$ cat config.mk
export PLATFORM = sky130hd
export DESIGN_NAME = vga_timing_gen
export DESIGN_NICKNAME = d
export VERILOG_FILES = /design/src/rtl/vga_pkg.sv /design/src/rtl/vga_axis_counter.sv /design/src/rtl/vga_timing_gen.sv
export SDC_FILE = /design/constraint.sdc
export NUM_CORES = 1
export LEC_CHECK = 0
export CAP_MARGIN = 15
export CORE_MARGIN = 5
export CORE_UTILIZATION = 49
export CTS_BUF_LIST = sky130_fd_sc_hd__clkbuf_2
export CTS_CLUSTER_SIZE = 28
export DETAILED_ROUTE_END_ITERATION = 8
export PLACE_DENSITY = 0.78
export REMOVE_ABC_BUFFERS = 1
export SLEW_MARGIN = 10
export SYNTH_ARGS = -nofsm -noshare
export SYNTH_HDL_FRONTEND = slang
export SYNTH_SLANG_ARGS = --single-unit
$ cat constraint.sdc
create_clock -name CLK_pix_rate -period 1.6 [get_ports CLK_pix_rate]
set_input_delay 0.4 -clock CLK_pix_rate [delete_from_list [all_inputs] [get_ports CLK_pix_rate]]
set_output_delay 0.4 -clock CLK_pix_rate [all_outputs]
set_load 0.02 [all_outputs]
$ cat src/rtl/vga_pkg.sv
// Shared timing sets and derived-constant helpers for the VGA raster timing generator.
package vga_pkg;

  // 640x480@60, 25.175 MHz pixel clock
  localparam int VGA640_H_DISP = 640;
  localparam int VGA640_H_FP   = 16;
  localparam int VGA640_H_SYNC = 96;
  localparam int VGA640_H_BP   = 48;
  localparam int VGA640_V_DISP = 480;
  localparam int VGA640_V_FP   = 10;
  localparam int VGA640_V_SYNC = 2;
  localparam int VGA640_V_BP   = 33;

  // 800x600@60, 40 MHz pixel clock, positive syncs
  localparam int VGA800_H_DISP = 800;
  localparam int VGA800_H_FP   = 40;
  localparam int VGA800_H_SYNC = 128;
  localparam int VGA800_H_BP   = 88;
  localparam int VGA800_V_DISP = 600;
  localparam int VGA800_V_FP   = 1;
  localparam int VGA800_V_SYNC = 4;
  localparam int VGA800_V_BP   = 23;

  function automatic int h_total(input int disp, input int fp, input int sync, input int bp);
    return disp + fp + sync + bp;
  endfunction

  function automatic int v_total(input int disp, input int fp, input int sync, input int bp);
    return disp + fp + sync + bp;
  endfunction

  // First and last counter value of the sync pulse inside a line or frame.
  function automatic int sync_first(input int disp, input int fp);
    return disp + fp;
  endfunction

  function automatic int sync_last(input int disp, input int fp, input int sync);
    return disp + fp + sync - 1;
  endfunction

endpackage

$ cat src/rtl/vga_axis_counter.sv
// Wrapping counter for one raster axis; advances on carry_in_i and flags the wrap on carry_out_o.
module vga_axis_counter #(
  parameter int W     = 10,
  parameter int TOTAL = 800
) (
  input  logic         clk_i,
  input  logic         rst_ni,
  input  logic         carry_in_i,
  output logic [W-1:0] cnt_o,
  output logic         carry_out_o
);

  localparam logic [W-1:0] LAST = W'(TOTAL - 1);

  logic [W-1:0] cnt_q, cnt_d;

  always_comb begin
    cnt_d = cnt_q;
    if (carry_in_i) begin
      cnt_d = (cnt_q == LAST) ? '0 : cnt_q + 1'b1;
    end
  end

  always_ff @(posedge clk_i) begin
    if (!rst_ni) cnt_q <= '0;
    else         cnt_q <= cnt_d;
  end

  assign cnt_o       = cnt_q;
  assign carry_out_o = carry_in_i && (cnt_q == LAST);

endmodule

$ cat src/rtl/vga_timing_gen.sv
// Parametrised VGA raster timing: counters, region decode and one aligned output register stage.
module vga_timing_gen
  import vga_pkg::*;
#(
  parameter int H_DISP = 640,
  parameter int H_FP   = 16,
  parameter int H_SYNC = 96,
  parameter int H_BP   = 48,
  parameter int V_DISP = 480,
  parameter int V_FP   = 10,
  parameter int V_SYNC = 2,
  parameter int V_BP   = 33,
  parameter int H_POL  = 0,
  parameter int V_POL  = 0,
  parameter int CW     = 10
) (
  input  logic          CLK_pix_rate,
  input  logic          reset,
  input  logic          pix_en,
  input  logic [CW-1:0] line_cmp,
  output logic          h_sync,
  output logic          v_sync,
  output logic          video_on,
  output logic [CW-1:0] pixel_x,
  output logic [CW-1:0] pixel_y,
  output logic          line_start,
  output logic          frame_start,
  output logic          line_irq
);

  localparam int H_TOTAL = h_total(H_DISP, H_FP, H_SYNC, H_BP);
  localparam int V_TOTAL = v_total(V_DISP, V_FP, V_SYNC, V_BP);

  localparam logic [CW-1:0] H_ACT_END = CW'(H_DISP);
  localparam logic [CW-1:0] V_ACT_END = CW'(V_DISP);
  localparam logic [CW-1:0] HS_FIRST  = CW'(sync_first(H_DISP, H_FP));
  localparam logic [CW-1:0] HS_LAST   = CW'(sync_last(H_DISP, H_FP, H_SYNC));
  localparam logic [CW-1:0] VS_FIRST  = CW'(sync_first(V_DISP, V_FP));
  localparam logic [CW-1:0] VS_LAST   = CW'(sync_last(V_DISP, V_FP, V_SYNC));
  localparam logic          H_ACT     = (H_POL != 0);
  localparam logic          V_ACT     = (V_POL != 0);

  if (H_DISP < 1 || H_FP < 1 || H_SYNC < 1 || H_BP < 1 ||
      V_DISP < 1 || V_FP < 1 || V_SYNC < 1 || V_BP < 1) begin : g_bad_region
    $fatal(1, "vga_timing_gen: every timing region must be at least one unit wide");
  end
  if (CW < 1 || CW > 30 || H_TOTAL > (1 << CW) || V_TOTAL > (1 << CW)) begin : g_bad_width
    $fatal(1, "vga_timing_gen: CW too narrow for H_TOTAL/V_TOTAL");
  end

  logic [CW-1:0] h_cnt, v_cnt;
  logic          h_wrap, v_wrap_unused;

  vga_axis_counter #(.W(CW), .TOTAL(H_TOTAL)) u_h_cnt (
    .clk_i      (CLK_pix_rate),
    .rst_ni     (reset),
    .carry_in_i (pix_en),
    .cnt_o      (h_cnt),
    .carry_out_o(h_wrap)
  );

  vga_axis_counter #(.W(CW), .TOTAL(V_TOTAL)) u_v_cnt (
    .clk_i      (CLK_pix_rate),
    .rst_ni     (reset),
    .carry_in_i (h_wrap),
    .cnt_o      (v_cnt),
    .carry_out_o(v_wrap_unused)
  );

  logic          h_sync_d, v_sync_d, video_on_d, line_start_d, frame_start_d, line_irq_d;
  logic          h_sync_q, v_sync_q, video_on_q, line_start_q, frame_start_q, line_irq_q;
  logic [CW-1:0] pixel_x_q, pixel_y_q;

  // Decode of the current counter pair; registered below so every output names the same pixel.
  always_comb begin
    h_sync_d      = (h_cnt >= HS_FIRST && h_cnt <= HS_LAST) ? H_ACT : ~H_ACT;
    v_sync_d      = (v_cnt >= VS_FIRST && v_cnt <= VS_LAST) ? V_ACT : ~V_ACT;
    video_on_d    = (h_cnt < H_ACT_END) && (v_cnt < V_ACT_END);
    line_start_d  = (h_cnt == '0);
    frame_start_d = (h_cnt == '0) && (v_cnt == '0);
    line_irq_d    = (h_cnt == '0) && (v_cnt == line_cmp);
  end

  always_ff @(posedge CLK_pix_rate) begin
    if (!reset) begin
      h_sync_q      <= ~H_ACT;
      v_sync_q      <= ~V_ACT;
      video_on_q    <= 1'b0;
      pixel_x_q     <= '0;
      pixel_y_q     <= '0;
      line_start_q  <= 1'b0;
      frame_start_q <= 1'b0;
      line_irq_q    <= 1'b0;
    end else if (pix_en) begin
      h_sync_q      <= h_sync_d;
      v_sync_q      <= v_sync_d;
      video_on_q    <= video_on_d;
      pixel_x_q     <= h_cnt;
      pixel_y_q     <= v_cnt;
      line_start_q  <= line_start_d;
      frame_start_q <= frame_start_d;
      line_irq_q    <= line_irq_d;
    end
  end

  assign h_sync      = h_sync_q;
  assign v_sync      = v_sync_q;
  assign video_on    = video_on_q;
  assign pixel_x     = pixel_x_q;
  assign pixel_y     = pixel_y_q;
  assign line_start  = line_start_q;
  assign frame_start = frame_start_q;
  assign line_irq    = line_irq_q;

endmodule
==> flow_summary.yaml <==
outcome:
  outcome: "completed"
finish:
  antenna_cells: 0
  drive_above_1_share: 0.2692
  nets: 329
  postLayoutCoreUtil: 0.6864
  stdcell_area_mm2: 0.003009
  fillCellCount: 369
  area_growth_pct: 35.34
global_route:
  grt_pass1_vias: 1943
  grt_usage: 0.1800
  grt.overflow.total: 0
  grt_max_degree: 20
  grt_pass1_wl_um: 8907
  antenna_found_initial: 0
hold_path:
  min_from: "pix_en"
  holdPathEnd: "pixel_y[1]"
  hold_path.class: "in2reg"
  hold-path-cell-count: 4
worst_setup_path:
  critPathArrivalTime_ns: 1.96
  r2r_cells: 5
  required_ns: 1.98
  r2r_slack_ns: 0.02
  regToRegStartpoint: "u_h_cnt.cnt_o[5]"
  crit_fanout: 7
  reg2reg_to: "u_v_cnt.cnt_o[5]"
  worstSetupEndpointType: "flip-flop"
  critPathKind: "reg2reg"
  start_kind: "flip-flop"
clock_tree:
  cts_tree: "done"
  numCtsBuffers: 5
  ctsRootBufferMaster: "clkbuf_2"
  ctsHoldBuffers: 0
  clockBufferDepth: 2
  clock-sinks: 46
  clock_latency_ns: 0.42
  path_clk_slew_ns: 0.22
  cts_max_level: 2
logic_synthesis:
  synth_area_per_cell_um2: 9.303
  synth_top_cells_by_count: "dfxtp_1 (46), nor2b_1 (22), mux2i_1 (19)"
  synth_top_area_share: 0.4142
  synth_cells: 239
  syn-cell-area_mm2: 0.002223
  ys_warn_count: 0
  synth_most_common_cell: "dfxtp_1"
  yosysSeqAreaShare: 0.4142
  synth_enable_flop_cells: 0
  ys_ff_latch: 46
  post-synth-top-area-cell: "dfxtp_1"
  ys_top_cells_by_area: "dfxtp_1 (41%), mux2i_1 (8.6%), xnor2_1 (6.7%), nor2b_1 (6.2%), ha_1 (2.8%)"
  synthFlopType: "dfxtp_1"
  async_reset_ff_frac: 0
  synth_cell_types: 39
power_and_ir_drop:
  leakage_nw: 1.190
  ir_drop_v: 0.0004427
  p_per_area_mw_per_mm2: 609.3
drt:
  routed_wl_um: 5488
  via_per_inst: 5.478
  route.vias.total: 1994
  drt_iter0_drc: 158
  drt_pass1_iterations: 4
  drcViolationCount: 0
  wl_per_cell_um: 15.08
  antenna_left: 0
sta:
  fmax_ghz: 0.6337
  fin_skew_ns: 0.01751
  fin_crit_ns: 1.578
  setup_viol: 0
  tightestPinTransition_ns: 0.3631
  slew_headroom: 0.7557
  hold_viol_final: 0
  period_share: 0.9863
  maxSlewViolCount: 0
  rsz0062_at_grt: "yes"
placement:
  place_area_mm2: 0.002834
  port_buffers: 38
  dp_hpwl_um: 3850
  gp_congestion: 0.7876
floorplanning:
  initial_core_util: 0.5071
  die_w_um: 77.36
  dieArea_mm2: 0.005985
  core_mm2: 0.004384
  rows: 24
  die_y_um: 77.36
  io_pins: 39
job:
  max_cap_violations: 0
## worst max-delay path, stage by stage, from the launching register on
cell and delay, ns:
dfxtp_2 0.39, and4bb_2 0.34, nand4_4 0.15, buf_4 0.17
or3_1 0.33, a21oi_1 0.14
## metrics by stage
step | total power [mW] | cells | setup slack [ns] | hold slack (ns) | setup TNS [ns]
after floorplan | 1.261 | 223 | -0.04658 | 0.4619 | -0.09316
after global placement | 1.365 | 348 | 0.01734 | 0.4592 | 0
after detailed placement | 1.369 | 348 | -0.04646 | 0.4744 | -0.2259
after CTS | 1.831 | 359 | 0.003374 | 0.4305 | 0
after global routing | 1.917 | 364 | -0.06071 | 0.4531 | -0.2908
final | 1.834 | 364 | 0.02197 | 0.4572 | 0
## how the worst max path moves through the flow
stage	start	to	slack, ns
6_report	u_h_cnt.cnt_o[5]	u_v_cnt.cnt_o[5]	0.02
5_1_grt	u_h_cnt.cnt_o[1]	u_v_cnt.cnt_o[6]	-0.06
2_1_floorplan	u_h_cnt.cnt_o[0]	u_v_cnt.cnt_o[3]	-0.05
3_5_place_dp	u_h_cnt.cnt_o[0]	u_v_cnt.cnt_o[3]	-0.05
3_3_place_gp	u_v_cnt.cnt_o[0]	u_v_cnt.cnt_o[8]	0.02
4_1_cts	u_h_cnt.cnt_o[1]	u_v_cnt.cnt_o[3]	0.003
## area by class of cell
type	instances	area [um^2]	area share
clock inverter	2	8.758	0.002911
sequential	46	928.4	0.3085
inverter	8	35.03	0.01164
multi-input combinational	169	1260	0.4187
timing repair buffer	81	681.9	0.2266
tap	52	65.06	0.02162
clock buffer	6	30.03	0.009979
## repair_timing
action	in CTS	in global routing
buffers inserted	3	5
pin swaps	2	8
setup endpoints to repair	35	33
resized for setup	30	54
## power by group
group	total, mW	switching (mW)	leakage, nW	internal [mW]
Combinational	0.194	0.0877	0.785	0.106
Clock	0.471	0.363	0.0304	0.107
Sequential	1.17	0.00832	0.375	1.16
## placed cells by master, fill, tap and decap left out, types with 3 or more instances in the layout
master	n
dfxtp_1	40
buf_4	39
nor2b_1	21
mux2i_1	19
xnor2_1	17
clkdlybuf4s15_1	16
nand2_1	11
clkbuf_2	11
clkdlybuf4s50_1	11
nand4_1	10
o21ai_0	10
nor2_1	8
and2_1	8
nand3_1	7
dfxtp_2	6
inv_1	5
dlygate4sd2_1	5
nor3_1	4
nor4_1	4
a21oi_1	4
buf_6	4
o21a_1	3
a21oi_2	3
or3_1	3
ha_1	3
## logic make-up after synthesis
group,synth area share
buffers and inverters,0.05515
AOI/OAI and AO/OA,0.07315
adders and majority gates,0.02814
DFF,0.4142
muxes,0.08554
and+or+nand+nor,0.2690
xor gates and xnor gates,0.07485
## state kept, by name, indices dropped and copies added (netlist names)
name           flops
h_sync             1
v_sync             1
pixel_y           10
video_on           1
frame_start        1
line_start         1
u_h_cnt.cnt_o     10
u_v_cnt.cnt_o     10
pixel_x           10
line_irq           1
## routing by layer
layer,vias up,GRT usage,share of wire
li1,975,-,-
met5,-,0,0
met1,953,0.2276,0.45
met3,10,0.05556,0.052
met4,0,0.05326,0.017
met2,56,0.2955,0.48
No activity file was read; power rests on OpenSTA's default activity.
